<file path="src/rtl/frv_shfl_iter.sv">
// Iterative Bitmanip shfl/unshfl unit: applies one butterfly stage per cycle
// to an accumulator, in 8-4-2-1 order for shfl and 1-2-4-8 order for unshfl.
module frv_shfl_iter #(
   parameter bit SKIP_DISABLED = 1'b1
) (
   input  logic        g_clk,
   input  logic        g_resetn,
   input  logic        flush,
   input  logic        in_valid,
   output logic        in_ready,
   input  logic [31:0] in_rs1,
   input  logic [3:0]  in_ctrl,
   input  logic        in_unshfl,
   output logic        out_valid,
   input  logic        out_ready,
   output logic [31:0] out_result,
   output logic [1:0]  dbg_state
);

   // Handshakes: a transfer happens on a rising edge where valid && ready;
   // flush overrides any request presented in the same cycle.
   typedef enum logic [1:0] {IDLE = 2'd0, RUN = 2'd1, DONE = 2'd2} state_t;

   state_t      state, state_nxt;
   logic [31:0] acc, acc_nxt;
   logic [3:0]  rem, rem_nxt;
   logic [1:0]  cnt, cnt_nxt;
   logic        dir, dir_nxt;

   logic [1:0]  sel_k;
   logic        sel_en;
   logic        last;
   logic [3:0]  clr;

   // Stage k moves bits by N = 2^k; k=3 is the 8-stage, k=0 the 1-stage.
   function automatic logic [31:0] stage(input logic [31:0] x, input logic [1:0] k);
      logic [31:0] l, r, y;
      case (k)
         2'd3: begin
            l = 32'h00ff0000; r = 32'h0000ff00;
            y = (x & ~(l | r)) | ((x << 8) & l) | ((x >> 8) & r);
         end
         2'd2: begin
            l = 32'h0f000f00; r = 32'h00f000f0;
            y = (x & ~(l | r)) | ((x << 4) & l) | ((x >> 4) & r);
         end
         2'd1: begin
            l = 32'h30303030; r = 32'h0c0c0c0c;
            y = (x & ~(l | r)) | ((x << 2) & l) | ((x >> 2) & r);
         end
         default: begin
            l = 32'h44444444; r = 32'h22222222;
            y = (x & ~(l | r)) | ((x << 1) & l) | ((x >> 1) & r);
         end
      endcase
      return y;
   endfunction

   always_ff @(posedge g_clk or negedge g_resetn) begin
      if (!g_resetn) begin
         state <= IDLE;
         acc   <= 32'h0;
         rem   <= 4'h0;
         cnt   <= 2'd0;
         dir   <= 1'b0;
      end else begin
         state <= state_nxt;
         acc   <= acc_nxt;
         rem   <= rem_nxt;
         cnt   <= cnt_nxt;
         dir   <= dir_nxt;
      end
   end

   // Stage selection for the current RUN cycle.
   always_comb begin
      sel_k  = 2'd0;
      sel_en = 1'b0;
      last   = 1'b0;
      if (SKIP_DISABLED) begin
         if (!dir) begin
            if (rem[3])      begin sel_k = 2'd3; sel_en = 1'b1; end
            else if (rem[2]) begin sel_k = 2'd2; sel_en = 1'b1; end
            else if (rem[1]) begin sel_k = 2'd1; sel_en = 1'b1; end
            else if (rem[0]) begin sel_k = 2'd0; sel_en = 1'b1; end
         end else begin
            if (rem[0])      begin sel_k = 2'd0; sel_en = 1'b1; end
            else if (rem[1]) begin sel_k = 2'd1; sel_en = 1'b1; end
            else if (rem[2]) begin sel_k = 2'd2; sel_en = 1'b1; end
            else if (rem[3]) begin sel_k = 2'd3; sel_en = 1'b1; end
         end
         clr  = sel_en ? (4'b0001 << sel_k) : 4'b0000;
         last = ((rem & ~clr) == 4'b0000);
      end else begin
         sel_k  = dir ? cnt : ~cnt;
         sel_en = rem[sel_k];
         clr    = 4'b0000;
         last   = (cnt == 2'd3);
      end
   end

   always_comb begin
      state_nxt = state;
      acc_nxt   = acc;
      rem_nxt   = rem;
      cnt_nxt   = cnt;
      dir_nxt   = dir;
      case (state)
         IDLE: begin
            if (in_valid && !flush) begin
               acc_nxt   = in_rs1;
               rem_nxt   = in_ctrl;
               dir_nxt   = in_unshfl;
               cnt_nxt   = 2'd0;
               state_nxt = RUN;
            end
         end
         RUN: begin
            if (sel_en) acc_nxt = stage(acc, sel_k);
            rem_nxt = rem & ~clr;
            cnt_nxt = cnt + 2'd1;
            if (last) state_nxt = DONE;
         end
         DONE: begin
            if (out_ready) state_nxt = IDLE;
         end
         default: state_nxt = IDLE;
      endcase
      if (flush) state_nxt = IDLE;
   end

   assign in_ready   = (state == IDLE);
   assign out_valid  = (state == DONE);
   assign out_result = acc;
   assign dbg_state  = state;

endmodule
</file>
<file path="config.mk">
export PLATFORM = sky130hd
export DESIGN_NAME = frv_shfl_iter
export DESIGN_NICKNAME = d
export VERILOG_FILES = /design/src/rtl/frv_shfl_iter.sv
export SDC_FILE = /design/constraint.sdc
export NUM_CORES = 1
export LEC_CHECK = 0
export ABC_AREA = 1
export CORE_UTILIZATION = 50
export DETAILED_ROUTE_END_ITERATION = 7
export GPL_ROUTABILITY_DRIVEN = 0
export PLACE_DENSITY_LB_ADDON = 0.25
export REMOVE_ABC_BUFFERS = 1
export SETUP_SLACK_MARGIN = 0.02
export SLEW_MARGIN = 25
export SYNTH_ARGS = -nofsm -noshare
export SYNTH_HDL_FRONTEND = slang
export SYNTH_SLANG_ARGS = --single-unit
export TNS_END_PERCENT = 30
</file>
<file path="constraint.sdc">
create_clock -name g_clk -period 4 [get_ports g_clk]
set_input_delay 1.2 -clock g_clk [delete_from_list [all_inputs] [get_ports g_clk]]
set_output_delay 1.2 -clock g_clk [all_outputs]
set_load 0.01 [all_outputs]
</file>
==> results of run 1 <==
## final timing paths
path,startpoint,end,slack [ns],cells after the start
max,flush,out_result[16],1.27,10
max in group asynchronous,g_resetn,out_result[12],2.69,2
min reg2reg,out_result[31],out_result[31],0.51,1
min in group asynchronous,g_resetn,dir,0.85,1
min,out_result[31],out_result[31],0.51,1
max reg2reg,rem[1],out_result[19],1.29,13
## registers in the layout (all words and copies together) (netlist names)
name        flops
dbg_state       2
dir             1
out_result     32
rem             4
## worst max-delay path, cell delays in order
cell and delay, ns:
clkdlybuf4s50_1 0.40, inv_1 0.08, nand3_1 0.30, nand2_2 0.23
nand2_4 0.13, nor2_4 0.21, nand2_4 0.08, a21oi_2 0.16
nand2_1 0.08, o21ai_0 0.08
## final cells by class
class	count	area, um^2
well taps	67	83.8
inverters	41	156
clock buffers	8	100
repair buffers	78	793
fillers	391	1330
flip-flops and latches	39	976
multi-input cells	263	1280
## cells by family (layout without fill, tap and decap cells)
| group | Yosys count | after routing |
|---|---|---|
| multiplexers | 2 | 2 |
| buffers and inverters | 50 | 127 |
| flip-flops | 39 | 39 |
| AO/OA/AOI/OAI | 78 | 78 |
| adder cells (fa/ha/maj) | 3 | 3 |
| AND/OR/NAND/NOR | 180 | 180 |
## per-stage QoR
stage / power (mW) / cell area [um^2] / utilization, % / hold WS (ns)
6_report: 2.81 / 3390 / 71.8 / 0.509
5_1_grt: 3.04 / 3390 / 71.8 / 0.528
4_1_cts: 2.79 / 3360 / 71.2 / 0.519
3_5_place_dp: 2.47 / 3260 / 69.1 / 0.503
3_3_place_gp: 2.44 / 3260 / 69.1 / 0.488
2_1_floorplan: 1.77 / 2410 / - / 0.530
## report_power, final
group / switching, mW / internal [mW]
Clock: 0.137 / 0.157
Sequential: 0.195 / 0.588
Combinational: 1.03 / 0.704
Total: 1.36 / 1.45
## placed cells by master (no fill, tap or decap), types with 4 or more instances in the layout
cell type / synthesis / layout
o21ai_0: 33 / 33
inv_1: 38 / 38
a22oi_1: 10 / 10
clkbuf_8: 0 / 7
nand2_2: 4 / 4
a21oi_1: 13 / 13
nand3_1: 17 / 17
o21ai_1: 4 / 4
dfrtp_1: 39 / 39
o221ai_1: 4 / 4
nor2_1: 43 / 43
nor2_2: 4 / 4
nand2_1: 106 / 106
clkdlybuf4s50_1: 0 / 76
## layer usage
layer  routed length, um  part of all wire (%)
met3                 599                   8.3
met1                3000                    42
met5                   0                     0
met2                3370                    47
met4                 203                   2.8
==> flow_summary_export.csv, run 1 <==
group,metric,value,unit
timing,setup_viol,0,
logic_synthesis,avgSynthCellArea,6.98,um^2
drt,via_per_inst,5.53,
floorplan,die_width,72.1,um
logic_synthesis,synth_top_area_share,39.7,%
global_routing,grt_max_degree,43,
global_routing,grtUsageMet3,6.11,%
global_routing,grt_first_pass_wirelength,12000,um
min_path,worstHoldPathType,"reg -> reg",
place,dp_slack,0.977,ns
global_routing,met2_usage,46.8,%
logic_synthesis,netlist_top_cells_count,"nand2_1 (106), nor2_1 (43), dfrtp_1 (39), inv_1 (38), o21ai_0 (33)",
clocking,insertion_delay,0.29,ns
pwr,p_per_area,829,mW/mm^2
drt,dr.pass1.iters,5,
worst_setup_path,critPathArrivalTime,2.94,ns
drt,ant_nets,0,
final_layout,nets,473,
logic_synthesis,synthXorXnorAreaFrac,0,%
clocking,clock-sinks,39,
logic_synthesis,netlist_top_cells_area,"dfrtp_1 (40%), nand2_1 (16%), o21ai_0 (6.7%), nor2_1 (6.6%), inv_1 (5.8%)",
clocking,cts_setup_buffers,0,
timing,finalCritPeriodShare,68.3,%
floorplan,fp.dieArea,0.00520,mm^2
pwr,p_leak,1.58,nW
timing,drv_slew,0,
logic_synthesis,synth_warnings,0,
logic_synthesis,yosysSeqAreaShare,39.7,%
timing,slew_headroom,45.6,%
timing,setup_slack,1.27,ns
logic_synthesis,synthSimpleGateAreaFrac,30.6,%
drt,wl_per_cell,14.5,um
clocking,cts-htree-levels,2,
logic_synthesis,synth_top_family_by_area,"simple AND/OR/NAND/NOR gates",
worst_setup_path,endpoint_kind,"flip-flop",
clocking,ctsHoldBuffers,0,
final_layout,drive_gt1_share,6.76,%
clocking,cts_resized,0,
worst_setup_path,required,4.21,ns
drt,wirelength,7180,um
floorplan,io_pins,78,
logic_synthesis,synthFlopType,"dfrtp_1",
place,dp_hpwl,5190,um
floorplan,initial_core_util,52.0,%
worst_setup_path,crit_type,"in -> reg",
clocking,cts_root_buf,"clkbuf_8",
logic_synthesis,synthAdderAreaFrac,1.53,%
place,placed_cells_incl_taps,487,
drt,dr.first_iter.drc_count,279,
floorplan,die_height,72.1,um
logic_synthesis,synth_cell_type_count,33,
global_routing,grt_usage,29.7,%
global_routing,met1_usage,39.9,%
global_routing,busiest_layer,"met2",
global_routing,antenna_found_initial,0,
logic_synthesis,ys_ff_latch,39,
logic_synthesis,synth_edf_count,0,
worst_setup_path,path_max_fanout,11,
timing,setup_tns,0,ns
logic_synthesis,yosysMostFrequentCell,"nand2_1",
floorplan,rows,25,
logic_synthesis,synthCells,352,
place,io_buffers,77,
final_layout,areaGrowthSynthToFinish,38.0,%
logic_synthesis,muxShareOfSynthArea,0.916,%
clocking,clkSlewWorstSetupHoldPaths,0.07,ns
job,drv_cap,0,
drt,vias,2745,
logic_synthesis,yosys.area.top_type,"dfrtp_1",
final_layout,stdcell_count,496,
final_layout,diodes,0,
global_routing,grt.overflow.total,0,
clocking,numCtsBuffers,5,
logic_synthesis,netlist_area,0.00246,mm^2
timing,fin_crit,2.73,ns
run_status,outcome,"finished clean",
drt,drc,0,
clocking,cts.path.max_buffers,2,
timing,fin_skew,0.0115,ns
floorplan,core_area,0.00472,mm^2
timing,worst_slew_pin_slew,0.812,ns
worst_setup_path,start_kind,"input pin",
logic_synthesis,synthArstFlopShare,100,%
timing,finalHoldViolCount,0,
logic_synthesis,synth-compound-area-share,19.1,%
pwr,ir_drop,0.492,mV
timing,rsz0062_at_grt,"no",
clocking,cts_tree,"yes",
timing,fmaxAchievable,366,MHz
global_routing,grt_pass1_vias,2609,
Note: power is estimated with default switching activity, not from simulation.
==> run 2: changes to the inputs <==
--- a/config.mk
+++ b/config.mk
@@ -6,7 +6,7 @@
 export NUM_CORES = 1
 export LEC_CHECK = 0
 export ABC_AREA = 1
-export CORE_UTILIZATION = 50
+export CORE_UTILIZATION = 47
 export DETAILED_ROUTE_END_ITERATION = 7
 export GPL_ROUTABILITY_DRIVEN = 0
 export PLACE_DENSITY_LB_ADDON = 0.25
==> constraint.sdc (replaced) <==
create_clock -name g_clk -period 2.85 [get_ports g_clk]
set_input_delay 0.855 -clock g_clk [delete_from_list [all_inputs] [get_ports g_clk]]
set_output_delay 0.855 -clock g_clk [all_outputs]
set_load 0.01 [all_outputs]
==> run 2 against run 1 <==
  * Final cell count grew 0.40%
  * Design area is 0.15% lower
  * Non-clock buffer count grew 2
  * Wire length grew 2.1%
  * Clock skew is 0.0047 ns lower
  * Hold slack worse by 0.0031 ns
  * Critical path depth up 1
  * Global-route usage down 1.2 points
  * Utilization shrank 2.4 points
  * Sequential share of layout area is essentially flat
  * Via count shrank 0.62%
  * Power increased by 41%
  * Highest routed layer unchanged
==> flow_summary_export.csv, run 2 (synthesis gave the netlist of run 1 again) <==
group,metric,value,unit
timing,fin_crit,2.50,ns
worst_setup_path,path_cells,"inv_1 -> nand2_1 -> nand2_1 -> nand2_1 -> nand2_2 -> ha_1 -> nor2_1 -> nand2_1 -> inv_2 -> nand2_1 -> a22oi_1",
timing,setup_tns,0,ns
clocking,ctsHoldBuffers,0,
clocking,cts-htree-levels,2,
timing,finalHoldViolCount,0,
clocking,cts_resized,0,
clocking,cts_setup_buffers,0,
clocking,cts_root_buf,"clkbuf_8",
worst_setup_path,cpMostUsedCell,"nand2_1",
timing,fmaxAchievable,400,MHz
final_layout,drive_gt1_share,7.19,%
worst_setup_path,required,3.05,ns
global_routing,grt_usage,28.5,%
floorplan,die_width,74.3,um
global_routing,antenna_found_initial,0,
drt,via_per_inst,5.48,
min_path,min_to,"out_result[31]",
worst_setup_path,slowest_delay,0.45,ns
timing,rsz0062_at_grt,"no",
run_status,outcome,"finished clean",
worst_setup_path,start_kind,"flip-flop",
pwr,p_int,2.06,mW
clocking,cts.path.max_buffers,2,
floorplan,rows,25,
drt,dr.pass1.iters,5,
worst_setup_path,path_max_fanout,16,
global_routing,grt_max_degree,40,
timing,fin_skew,0.00682,ns
floorplan,initial_core_util,50.4,%
pwr,switching_share,48.2,%
timing,finalCritPeriodShare,87.7,%
pwr,ir_drop,0.563,mV
global_routing,grt_first_pass_wirelength,11900,um
timing,setup_viol,0,
clocking,clock-sinks,39,
floorplan,core_area,0.00488,mm^2
worst_setup_path,r2r_end,"out_result[12]",
drt,vias,2728,
final_layout,diodes,0,
worst_setup_path,crit_type,"reg -> reg",
floorplan,die_height,74.3,um
final_layout,nets,475,
drt,dr.first_iter.drc_count,264,
min_path,worstHoldPathType,"reg -> reg",
pwr,p_per_area,1170,mW/mm^2
final_layout,largest_reg_flops,32,
drt,drc,0,
drt,ant_nets,0,
timing,slew_headroom,41.7,%
pwr,p_seq_share,27.8,%
drt,wirelength,7320,um
timing,worst_slew_pin_slew,0.874,ns
worst_setup_path,r2r-start,"rem[1]",
pwr,power_frac_comb,61.8,%
worst_setup_path,endpoint_kind,"flip-flop",
final_layout,areaGrowthSynthToFinish,37.8,%
clocking,insertion_delay,0.29,ns
pwr,power.switching,1.92,mW
pwr,p_leak,1.58,nW
place,io_buffers,77,
floorplan,fp.dieArea,0.00552,mm^2
global_routing,grt.overflow.total,0,
pwr,power_frac_clock,10.4,%
worst_setup_path,rrSetupSlack,0.35,ns
clocking,cts_tree,"yes",
min_path,min_delay_path_depth,1,
final_layout,stdcell_count,498,
worst_setup_path,cp_slowest_cell,"ha_1",
final_layout,final_common_cell,"nand2_1",
worst_setup_path,critPathArrivalTime,2.70,ns
floorplan,io_pins,78,
final_layout,mostFrequentLayoutCells,"nand2_1 (106), clkdlybuf4s50_1 (76), nor2_1 (43)",
timing,drv_slew,0,
global_routing,grt_pass1_vias,2600,
clocking,numCtsBuffers,5,
place,dp_hpwl,5470,um
worst_setup_path,reg2regPathDepth,11,
job,drv_cap,0,
min_path,min_from,"out_result[31]",
drt,wl_per_cell,14.7,um
clocking,clkSlewWorstSetupHoldPaths,0.08,ns
place,placed_cells_incl_taps,490,
run 2: changes by cell type in the layout (fill, tap and decap cells not counted):
cell / change
buf_16: -1
buf_4: +3
run 2: layout make-up:
class	count	area, um^2
flip-flops and latches	39	976
inverters	41	156
well taps	67	83.8
clock buffers	8	100
multi-input cells	263	1280
repair buffers	80	788
fillers	435	1490
run 2: power groups by stage:
stage                     combinational (mW)  clock, mW  sequential (mW)
final                                   2.46      0.413             1.10
after global routing                    2.72      0.441             1.14
after CTS                               2.42      0.417             1.10
after detailed placement                2.40          0             1.10
after global placement                  2.35          0             1.10
after floorplan                         1.34          0             1.14
run 2: stage by stage:
stage                     instance area, um^2  setup slack [ns]  util [%]  power (mW)  hold WS [ns]
after floorplan                          2410             0.819         -        2.49         0.530
final                                    3390             0.350      69.4        3.97         0.506
after detailed placement                 3290             0.472      67.3        3.50         0.493
after global placement                   3290             0.532      67.3        3.45         0.492
after global routing                     3390             0.184      69.4        4.29         0.518
after CTS                                3390             0.448      69.4        3.94         0.509
run 2: worst max-delay path: cells and delay by family, from the launching register on:
kind            cells  cell delay [ns]
flops               1             0.40
fa+ha+maj           1             0.45
buf+inv             2             0.27
simple gates        7             1.12
compound gates      1             0.17
run 2: worst max-delay path by stage:
stage,endpoint,slack (ns),start,cells after the start
after CTS,out_result[12],0.45,rem[1],11
final,out_result[12],0.35,rem[1],11
after global routing,out_result[22],0.18,rem[1],11
after global placement,out_result[16],0.53,flush,9
after floorplan,out_result[15],0.82,flush,8
after detailed placement,out_result[16],0.47,in_valid,8
run 2: metal layers:
layer  wire length, um  GRT usage, %  share of wire [%]
met1              3100          36.7                 42
met2              3440          47.2                 47
met3               607          5.96                8.3
met4               179          11.3                2.4
met5                 0             0                  0
